**src/rtl/i2c_target_regs.sv**
```systemverilog
// i2c_target_regs: I2C target that exposes an 8-bit-addressed register space
// to an external host on the shared bus.
//
// Ports:
//   clk25       25 MHz system clock; SCL/SDA are oversampled in this domain
//   reset_n     asynchronous, active-low reset
//   scl_i       raw SCL pad level
//   sda_i       raw SDA pad level (wired-AND of host and our sda_oe)
//   sda_oe      1 = pull SDA low, 0 = release
//   reg_addr    current register pointer (wraps 0xFF -> 0x00)
//   wr_data     write byte, valid while wr_strobe = 1
//   wr_strobe   one-cycle pulse: write wr_data to reg_addr
//   rd_data     read data for reg_addr, combinational from reg_addr
//   rd_strobe   one-cycle pulse: rd_data is being captured for transmit
//   busy        1 from accepted START until STOP or reset
//   fsm_state_o debug view of the protocol state
//
// Register interface handshake: there is no back-pressure. wr_strobe and
// rd_strobe are single-cycle pulses the surrounding logic must accept on the
// cycle they appear; rd_data must be valid one cycle after reg_addr changes.
module i2c_target_regs #(
  parameter logic [6:0] DEV_ADDR   = 7'h3C,
  parameter int         FILTER_LEN = 3,
  parameter int         HOLD_CYC   = 8
) (
  input  logic       clk25,
  input  logic       reset_n,
  input  logic       scl_i,
  input  logic       sda_i,
  output logic       sda_oe,
  output logic [7:0] reg_addr,
  output logic [7:0] wr_data,
  output logic       wr_strobe,
  input  logic [7:0] rd_data,
  output logic       rd_strobe,
  output logic       busy,
  output logic [2:0] fsm_state_o
);

  localparam int CW = $clog2(FILTER_LEN + 1);
  localparam int HW = $clog2(HOLD_CYC + 1);

  typedef enum logic [2:0] {
    ST_IDLE, ST_ADDR, ST_PTR, ST_WDATA, ST_RDATA, ST_IGNORE
  } state_t;

  // Bit 0 carries SCL, bit 1 carries SDA through the input path.
  logic [1:0]    raw, sync1_q, sync2_q, filt_q, filt_p_q;
  logic [CW-1:0] fcnt_q [2];

  assign raw = {sda_i, scl_i};

  // Synchronizer + glitch filter: the filtered level flips only after
  // FILTER_LEN consecutive synchronized samples disagree with it.
  always_ff @(posedge clk25 or negedge reset_n) begin
    if (!reset_n) begin
      sync1_q   <= 2'b11;
      sync2_q   <= 2'b11;
      filt_q    <= 2'b11;
      filt_p_q  <= 2'b11;
      fcnt_q[0] <= '0;
      fcnt_q[1] <= '0;
    end else begin
      sync1_q  <= raw;
      sync2_q  <= sync1_q;
      filt_p_q <= filt_q;
      for (int i = 0; i < 2; i++) begin
        if (sync2_q[i] == filt_q[i]) begin
          fcnt_q[i] <= '0;
        end else if (fcnt_q[i] == CW'(FILTER_LEN - 1)) begin
          filt_q[i] <= sync2_q[i];
          fcnt_q[i] <= '0;
        end else begin
          fcnt_q[i] <= fcnt_q[i] + 1'b1;
        end
      end
    end
  end

  logic scl_rise, scl_fall, sda_f, start_det, stop_det;
  assign scl_rise  = filt_q[0] & ~filt_p_q[0];
  assign scl_fall  = ~filt_q[0] & filt_p_q[0];
  assign sda_f     = filt_q[1];
  // Uses the already-updated SCL level, so an SCL edge in the same cycle is
  // effectively handled before the START/STOP decision.
  assign start_det = ~filt_q[1] & filt_p_q[1] & filt_q[0];
  assign stop_det  = filt_q[1] & ~filt_p_q[1] & filt_q[0];

  state_t        state_q, state_d;
  logic [3:0]    bit_q, bit_d;        // bits completed in the current byte; 8 = ack clock
  logic [7:0]    shift_q, shift_d;
  logic [7:0]    reg_addr_q, addr_d;
  logic [7:0]    wr_data_q, wr_data_d;
  logic          wr_strobe_q, wr_strobe_d;
  logic          rd_strobe_q, rd_strobe_d;
  logic          sda_oe_q, oe_d;
  logic [HW-1:0] hold_q, hold_d;      // countdown to the next sda_oe update
  logic [7:0]    rx_byte;
  logic          oe_want;

  always_comb begin
    state_d     = state_q;
    bit_d       = bit_q;
    shift_d     = shift_q;
    addr_d      = reg_addr_q;
    wr_data_d   = wr_data_q;
    wr_strobe_d = 1'b0;
    rd_strobe_d = 1'b0;
    oe_d        = sda_oe_q;
    hold_d      = hold_q;
    rx_byte     = {shift_q[6:0], sda_f};

    // Level SDA should take for the current low phase of SCL.
    case (state_q)
      ST_ADDR, ST_PTR, ST_WDATA: oe_want = (bit_q == 4'd8);
      ST_RDATA:                  oe_want = (bit_q != 4'd8) && !shift_q[7];
      default:                   oe_want = 1'b0;
    endcase

    if (wr_strobe_q) addr_d  = reg_addr_q + 8'd1;
    if (rd_strobe_q) shift_d = rd_data;

    if (hold_q != '0) begin
      hold_d = hold_q - 1'b1;
      if (hold_q == HW'(1)) oe_d = oe_want;
    end

    if (scl_fall) begin
      hold_d = HW'(HOLD_CYC);
      // bit_q == 0 in RDATA only on the fall that ends an ACK bit.
      if (state_q == ST_RDATA && bit_q == 4'd0) rd_strobe_d = 1'b1;
    end

    if (scl_rise) begin
      case (state_q)
        ST_ADDR, ST_PTR, ST_WDATA: begin
          if (bit_q != 4'd8) begin
            shift_d = rx_byte;
            bit_d   = bit_q + 4'd1;
            if (bit_q == 4'd7) begin
              if (state_q == ST_ADDR && rx_byte[7:1] != DEV_ADDR) state_d = ST_IGNORE;
              if (state_q == ST_PTR) addr_d = rx_byte;
            end
          end else begin
            bit_d = 4'd0;
            if (state_q == ST_ADDR) begin
              state_d = shift_q[0] ? ST_RDATA : ST_PTR;
            end else if (state_q == ST_PTR) begin
              state_d = ST_WDATA;
            end else begin
              wr_data_d   = shift_q;
              wr_strobe_d = 1'b1;
            end
          end
        end
        ST_RDATA: begin
          if (bit_q != 4'd8) begin
            shift_d = {shift_q[6:0], 1'b0};
            bit_d   = bit_q + 4'd1;
          end else begin
            bit_d = 4'd0;
            if (!sda_f) addr_d  = reg_addr_q + 8'd1;
            else        state_d = ST_IGNORE;
          end
        end
        default: ;
      endcase
    end

    if (start_det || stop_det) begin
      state_d = start_det ? ST_ADDR : ST_IDLE;
      bit_d   = 4'd0;
      oe_d    = 1'b0;
      hold_d  = '0;
    end
  end

  always_ff @(posedge clk25 or negedge reset_n) begin
    if (!reset_n) begin
      state_q     <= ST_IDLE;
      bit_q       <= 4'd0;
      shift_q     <= 8'h00;
      reg_addr_q  <= 8'h00;
      wr_data_q   <= 8'h00;
      wr_strobe_q <= 1'b0;
      rd_strobe_q <= 1'b0;
      sda_oe_q    <= 1'b0;
      hold_q      <= '0;
    end else begin
      state_q     <= state_d;
      bit_q       <= bit_d;
      shift_q     <= shift_d;
      reg_addr_q  <= addr_d;
      wr_data_q   <= wr_data_d;
      wr_strobe_q <= wr_strobe_d;
      rd_strobe_q <= rd_strobe_d;
      sda_oe_q    <= oe_d;
      hold_q      <= hold_d;
    end
  end

  assign sda_oe      = sda_oe_q;
  assign reg_addr    = reg_addr_q;
  assign wr_data     = wr_data_q;
  assign wr_strobe   = wr_strobe_q;
  assign rd_strobe   = rd_strobe_q;
  assign busy        = (state_q != ST_IDLE);
  assign fsm_state_o = state_q;

endmodule

```
**config.mk**
```make
export PLATFORM = sky130hd
export DESIGN_NAME = i2c_target_regs
export DESIGN_NICKNAME = d
export VERILOG_FILES = /design/src/rtl/i2c_target_regs.sv
export SDC_FILE = /design/constraint.sdc
export NUM_CORES = 1
export LEC_CHECK = 0
export CORE_MARGIN = 2
export CORE_UTILIZATION = 50
export DETAILED_ROUTE_END_ITERATION = 8
export PLACE_DENSITY = 0.82
export SETUP_SLACK_MARGIN = 0.15
export SLEW_MARGIN = 20
export SYNTH_ARGS = -nofsm -noshare
export SYNTH_HDL_FRONTEND = slang
export SYNTH_SLANG_ARGS = --single-unit
export TNS_END_PERCENT = 50
```
**constraint.sdc**
```tcl
create_clock -name clk25 -period 6.45 [get_ports clk25]
set_input_delay 0.645 -clock clk25 [delete_from_list [all_inputs] [get_ports clk25]]
set_output_delay 0.645 -clock clk25 [all_outputs]
set_load 0.01 [all_outputs]
```
* Word level (Yosys, flattened, before mapping)
Cells that the tools add are included.
Cells by class: add/subtract/negate cells 5, equal/unequal tests 18, muxes and demuxes 47, bitwise operators 15, reduce and logical (&&, ||, !) cells 22
Operator list (number):
- $mux W8 | 11
- $pmux W8 S2 | 2
- $mux W3 | 10
- $mux W4 | 7
- $ne A4 B4 Y1 const B | 3
- $mux W1 | 11
- $not A1 Y1 | 9
- $reduce_bool A3 Y1 | 3
- $add A8 B1 Y8 const B | 1
- $mux W2 | 4
- $reduce_and A2 Y1 | 4
- $reduce_bool A2 Y1 | 4
- $ne A7 B6 Y1 const B | 1
- $reduce_and A7 Y1 | 1
- $and A1 B1 Y1 | 6
- $eq A3 B2 Y1 const B | 2
- $ne A3 B2 Y1 const B | 2
- $pmux W3 S2 | 1
- $ne A5 B5 Y1 const B | 1
- $reduce_and A5 Y1 | 1
- $add A2 B1 Y2 const B | 2
- $add A4 B1 Y4 const B | 1
- $eq A2 B2 Y1 const B | 2
- $eq A4 B1 Y1 const B | 1
- other kinds (14) | 17
Storage, ports and cells: flip-flop bits (word level) 50

* Longest topological paths before layout
Gate-level depths: netlist of run 1.
depth after elaboration 8, depth in mapped cells 8, depth with buffers taken out 7

* Worst setup path before layout of run 1
Ideal clock, no wire load.
path type reg-to-reg, start register state_q[1] (netlist: fsm_state_o[1]), end register state_q[0] (netlist: fsm_state_o[0]), arrival 1.984 ns, path slack 4.338 ns, cell stages (with the launch flop) 7, cells stage by stage dfrtp_1 > or3b_1 > buf_6 > a21o_4 > a2111oi_4 > a21oi_2 > mux2_1
On the way: longest elaborated chain between the ends 6
RTL lines:
- start, declared | RTL line 89 | state_t state_q, state_d;
- start signal, assigned | RTL line 190 | state_q <= state_d;
- $eq A3 B1 Y1 | RTL line 135, 141, 146
- $mux W3 | RTL line 146 | if (state_q == ST_ADDR) begin
- $mux W3 | RTL line 137 | if (bit_q != 4'd8) begin
- $pmux W3 S2 | RTL line 135 | case (state_q)
- $mux W3 | RTL line 134 | if (scl_rise) begin
- $mux W3 | RTL line 170 | if (start_det || stop_det) begin
Several ways; a longest one is shown, not always the timed one. The select of a mux whose other input is x is not followed. A chain may end at the register's enable or synchronous reset.

* Worst setup path after layout of run 1
start register state_q[2] (netlist: fsm_state_o[2]), end register bit_q[2]
On the way: longest elaborated chain between the ends 4
RTL lines:
- $eq A3 B3 Y1 (tied with other cells) | RTL line 135
- $reduce_or A4 Y1 (no line) (*)
- $reduce_bool A2 Y1 (no line) (*)
- $reduce_and A2 Y1 (no line) (*)
- end signal, assigned | RTL line 191 | bit_q <= bit_d;
- end, declared | RTL line 90 | logic [3:0] bit_q, bit_d;
Mark *: on every way between the ends. The rest lies on a longest branch, timed or not.

==> results of run 1 <==
metrics by stage:
| step | utilization | area, um2 | worst slack [ns] | hold WS (ns) |
|---|---|---|---|---|
| 2_1_floorplan | - | 2710 | 4.338 | 0.3452 |
| 3_3_place_gp | 0.5936 | 3070 | 3.980 | 0.3453 |
| 3_5_place_dp | 0.5936 | 3070 | 3.882 | 0.3498 |
| 4_1_cts | 0.6142 | 3177 | 3.851 | 0.3623 |
| 5_1_grt | 0.6151 | 3182 | 3.670 | 0.3641 |
| 6_report | 0.6151 | 3182 | 3.802 | 0.3593 |
power groups by stage:
stage	Clock (mW)	Sequential [mW]	Combinational, mW
finish	0.217	0.482	0.342
floorplan	0	0.454	0.270
CTS	0.219	0.480	0.341
global route	0.234	0.496	0.386
detailed placement	0	0.485	0.339
global placement	0	0.482	0.330
final timing paths:
check / startpoint / end / slack [ns] / cells after the start
worst min-delay path: sync1_q[0] / sync2_q[0] / 0.36 / 0
worst max register to register: fsm_state_o[2] / bit_q[2] / 3.80 / 5
worst max-delay path: fsm_state_o[2] / bit_q[2] / 3.80 / 5
max in group asynchronous: reset_n / wr_data[2] / 5.60 / 2
min in group asynchronous: reset_n / fcnt_q[2] / 0.45 / 2
worst min register to register: sync1_q[0] / sync2_q[0] / 0.36 / 0
layout make-up:
type / instances / area (um2)
clock buffer: 7 / 76.32
timing repair buffer: 36 / 350.3
tap: 70 / 87.58
inverter: 5 / 18.77
clock inverter: 1 / 30.03
fill: 416 / 1991
sequential: 50 / 1261
multi-input combinational: 192 / 1358
registers in the layout, summed over array words and instances (netlist names):
register / flops
sda_oe: 1
filt_p_q: 2
shift_q: 8
wr_strobe: 1
sync2_q: 2
reg_addr: 8
bit_q: 4
hold_q: 4
fcnt_q: 4
fsm_state_o: 3
sync1_q: 2
wr_data: 8
filt_q: 2
rd_strobe: 1
layout by cell type (no fill, tap or decap), types with 3 or more instances in the layout:
cell	n
dfrtp_1	42
clkdlybuf4s50_1	33
nand2_1	27
o21ai_0	16
a21oi_1	13
nor2_1	12
mux2_2	12
mux2i_1	9
xor2_1	8
dfstp_2	8
nand4_1	6
xnor2_1	6
inv_1	5
nor3_1	5
ha_1	5
clkbuf_8	5
nand2b_1	4
nor2b_1	4
nor3b_1	4
and3_1	3
nand3_1	3
o2111ai_1	3
a22o_1	3
nand3b_1	3
a21o_1	3
o211ai_1	3
kinds of logic after synthesis:
kind of cell / after synthesis / share of synthesized area
flops: 50 / 0.4654
mux: 22 / 0.08726
compound gates: 60 / 0.1551
xor+xnor: 14 / 0.04525
simple gates: 91 / 0.1884
fa+ha+maj: 5 / 0.02308
buf+inv: 23 / 0.03555
per-layer routing:
layer / global-route usage / wire, um / vias to the layer above
met5: 0 / 0 / -
met1: 0.2803 / 2624 / 1041
met4: 0.06607 / 86 / 0
met2: 0.3276 / 2684 / 52
met3: 0.03140 / 185 / 8
li1: - / - / 1015
==> results.txt, run 1 <==
sequential area share after synthesis - 0.4654
postcts setup bufs - 0
Die ar. - 6025 um2
CTS Buf Count - 5
initial core utilization - 0.5239
RSZ-0062 raised after global routing - no
HP Class - reg2reg
clock-pin slew on the worst setup and hold paths - 0.09 ns
GRT Residual Overflow - 0
Async SR Flop Fraction - 1.000
post-synth top area share - 0.3878
DRC Markers - 0
Worst-Margin Slew - 0.8512 ns
Post-CTS Resized - 0
Power per Cell Area - 327.3 nW/um2
DRT Pass-1 Iters - 4
Sink Count - 50
core outline area - 5172 um2
Top Family by Delay on Critical Path - simple AND/OR/NAND/NOR gates
outcome - complete, no violations
synth top area cells - dfrtp_1 (39%), dfstp_2 (7.8%), mux2_2 (5.0%)
syn_nets - 282
CTS H-tree lvls - 2
Synth Flop Type - dfrtp_1
clk buf depth - 2
Layout Skew - 0.004827 ns
most common cell in the netlist - dfrtp_1
commonest cells in the synthesized netlist - dfrtp_1 (42), nand2_1 (27), o21ai_0 (16)
CTS root buf - clkbuf_8
die height - 77.62 um
leak pwr - 1.318 nW
Worst Setup End Kind - flip-flop
first-pass GRT wire length - 9873 um
GRT Total Usage - 0.2028
CTS tree - done
final setup fails - 0
CP Launch Type - flip-flop
post-DP HPWL - 3856 um
vias in the first global route - 2040
DR iter-0 viols - 109
Cells after Synth - 265
largest net degree at the start of global routing - 51
Antenna Cells - 0
CTS Hold Buffers Added - 0
Mapped Area - 2710 um2
standard-cell rows - 26
dpl cells - 353
Crit Path Class - reg2reg
Int Power - 0.6624 mW
Slew Viols, Final - 0
slew margin rel. - 0.4304
vias per inst - 5.861
Final ANT Viol Nets - 0
CP max-delay cell - nor2_1
proportion of layout cells with a drive suffix above 1 - 0.1375
Cell Chain, Critical Path - or3b_1 -> a21o_4 -> nor2_1 -> a21oi_1 -> a311oi_1
final hold violation count - 0
combinational cell fraction of total power - 0.328
CP arrival - 2.85 ns
CP peak stage delay - 0.66 ns
Port Buf Inserts - 34
sw frac - 0.3639
Skew-Pair Late Insertion Delay - 0.30 ns
Period minus WS final - 2.648 ns
synthesized flop and latch total - 50
Synth Area per Inst - 10.23 um2
Peak VDD IR - 190.4 uV
Tot Pwr - 1.041 mW
initial antenna violation count - 0
Achievable Freq - 0.3777 GHz
Crit Path Max Fanout - 17
Buf+Inv Stages, Crit Path - 0
WP data required - 6.65 ns
area grow syn2layout - 17.41%
Flop pwr share - 0.463
Placer Congestion - 0.8794
Post-Route WL - 5580 um
# nets final - 307
via count - 2116
Switching Power - 0.3790 mW
die extent in x - 77.62 um
Synth Warn # - 0
clock share of power - 0.209
setup tns final - 0 ns
Synth area leader - dfrtp_1
EDFF count, synth - 0
post-layout instance count excluding filler cells - 361
Netlist cell types - 57
max-cap viol count - 0
num ports - 35
final period utilization - 0.4105
WL/cell - 15.46 um
No activity file was read; power rests on OpenSTA's default activity.
==> run 2, diff against run 1 <==
==> constraint.sdc (replaced) <==
create_clock -name clk25 -period 2.67 [get_ports clk25]
set_input_delay 0.267 -clock clk25 [delete_from_list [all_inputs] [get_ports clk25]]
set_output_delay 0.267 -clock clk25 [all_outputs]
set_load 0.01 [all_outputs]
==> run 2 against run 1 <==
  * The flow now finishes with violations (hold timing)
  * Worst setup slack got worse by 3.4 ns
  * Combinational power grew 150%
  * Sequential power rose by 140%
  * Utilization grew 0.29 points
  * Count of clock-buffer cells in the layout fell by 1
  * Largest power group unchanged
==> results.txt, run 2 (synthesis gave the netlist of run 1 again) <==
outcome - complete, but fails checks
violated checks - hold timing
vias in the first global route - 1993
instance area at placement - 3108 um2
clk buf depth - 2
WL/cell - 14.95 um
met3 Track Usage GR - 0.03140
CTS tree - done
HP Class - in2async
RSZ-0062 raised after global routing - no
Die ar. - 6025 um2
Antenna Cells - 0
Post-Route Utilization - 0.6180
cell area after layout - 3197 um2
# nets final - 312
largest net degree at the start of global routing - 48
most common cell after layout, fill and taps aside - dfrtp_1
commonest cells after routing, fill and taps aside - dfrtp_1 (42), clkdlybuf4s50_1 (33), nand2_1 (27)
FF-to-FF path depth - 5
postcts setup bufs - 0
vias per inst - 5.828
reg-to-reg endpoint - fsm_state_o[0]
post-DP HPWL - 3879 um
setup tns final - 0 ns
M2 GR Usage - 0.3000
reg2reg setup slack - 0.38 ns
DR iter-0 viols - 134
max-cap viol count - 0
final setup fails - 0
Slew Viols, Final - 0
Power per Cell Area - 762.7 nW/um2
WP data required - 2.86 ns
CP arrival - 2.47 ns
die height - 77.62 um
standard-cell rows - 26
Tot Pwr - 2.438 mW
Cell Chain, Critical Path - or3b_1 -> a21o_4 -> a2111oi_4 -> a21oi_2 -> mux2_1
slew margin rel. - 0.5886
Peak VDD IR - 517.3 uV
Layout Skew - 0.007348 ns
Placer Congestion - 0.9141
GRT Total Usage - 0.1936
gr busiest metal - met2
Period minus WS final - 2.286 ns
GRT Residual Overflow - 0
CTS Buf Count - 5
clock-pin slew on the worst setup and hold paths - 0.09 ns
CP max-delay cell - or3b_1
area grow syn2layout - 17.96%
Port Buf Inserts - 34
Final ANT Viol Nets - 0
Worst-Margin Slew - 0.6124 ns
DRT Pass-1 Iters - 5
Crit Path Class - reg2reg
Hold Slack - -0.03409 ns
CTS root buf - clkbuf_8
num ports - 35
Crit Path Max Fanout - 13
Sink Count - 50
CP Launch Type - flip-flop
final hold violation count - 42
leak pwr - 1.337 nW
via count - 2133
initial antenna violation count - 0
first-pass GRT wire length - 9487 um
met1 GRT Util - 0.2772
final period utilization - 0.8561
die extent in x - 77.62 um
Skew-Pair Late Insertion Delay - 0.30 ns
core outline area - 5172 um2
CTS H-tree lvls - 2
initial core utilization - 0.5239
Post-CTS Resized - 0
Post-Route WL - 5471 um
CP peak stage delay - 0.54 ns
RR Startpoint - fsm_state_o[1]
CTS Hold Buffers Added - 0
proportion of layout cells with a drive suffix above 1 - 0.1520
Achievable Freq - 0.4375 GHz
DRC Markers - 0
Worst Setup End Kind - flip-flop
run 2: changes by cell type in the layout (fill, tap and decap cells not counted), sizes merged:
| cell | previous run | this run |
|---|---|---|
| clkbuf | 7 | 6 |
| clkinv | 0 | 2 |
| buf | 3 | 8 |
| bufinv | 1 | 0 |
run 2: area by class of cell:
type,count,area (um2)
multi-input combinational,192,1353
clock inverter,2,13.76
inverter,5,18.77
sequential,50,1261
fill,418,1976
clock buffer,6,72.57
tap,70,87.58
timing repair buffer,41,390.4
run 2: per-layer routing:
metal,share of wire,vias up
met4,0.015,0
li1,-,1021
met1,0.47,1038
met2,0.46,67
met5,0,-
met3,0.047,7
run 2: power by group:
group	leakage, nW	internal [mW]	total, mW	switching [mW]
Clock	0.0452	0.185	0.435	0.250
Combinational	0.644	0.390	0.844	0.455
Sequential	0.647	0.951	1.16	0.208
Total	1.34	1.53	2.44	0.912
run 2: metrics by stage:
stage / std cells / worst slack [ns]
after floorplan: 265 / 0.5581
after detailed placement: 358 / 0.4038
after global placement: 358 / 0.4641
after CTS: 366 / 0.3881
after global routing: 366 / 0.2496
final: 366 / 0.3843
run 2: how the worst max path moves through the flow:
stage	start	end
2_1_floorplan	fsm_state_o[1]	fsm_state_o[0]
3_3_place_gp	fsm_state_o[1]	fsm_state_o[0]
3_5_place_dp	fsm_state_o[1]	fsm_state_o[0]
4_1_cts	fsm_state_o[1]	fsm_state_o[0]
5_1_grt	bit_q[1]	reg_addr[1]
6_report	fsm_state_o[1]	fsm_state_o[0]
run 2: worst max-delay path, delay by kind of cell (launching register included):
kind | cells | cell delay [ns]
and+or+nand+nor | 1 | 0.54
DFF | 1 | 0.47
AOI/OAI and AO/OA | 3 | 0.86
muxes | 1 | 0.31
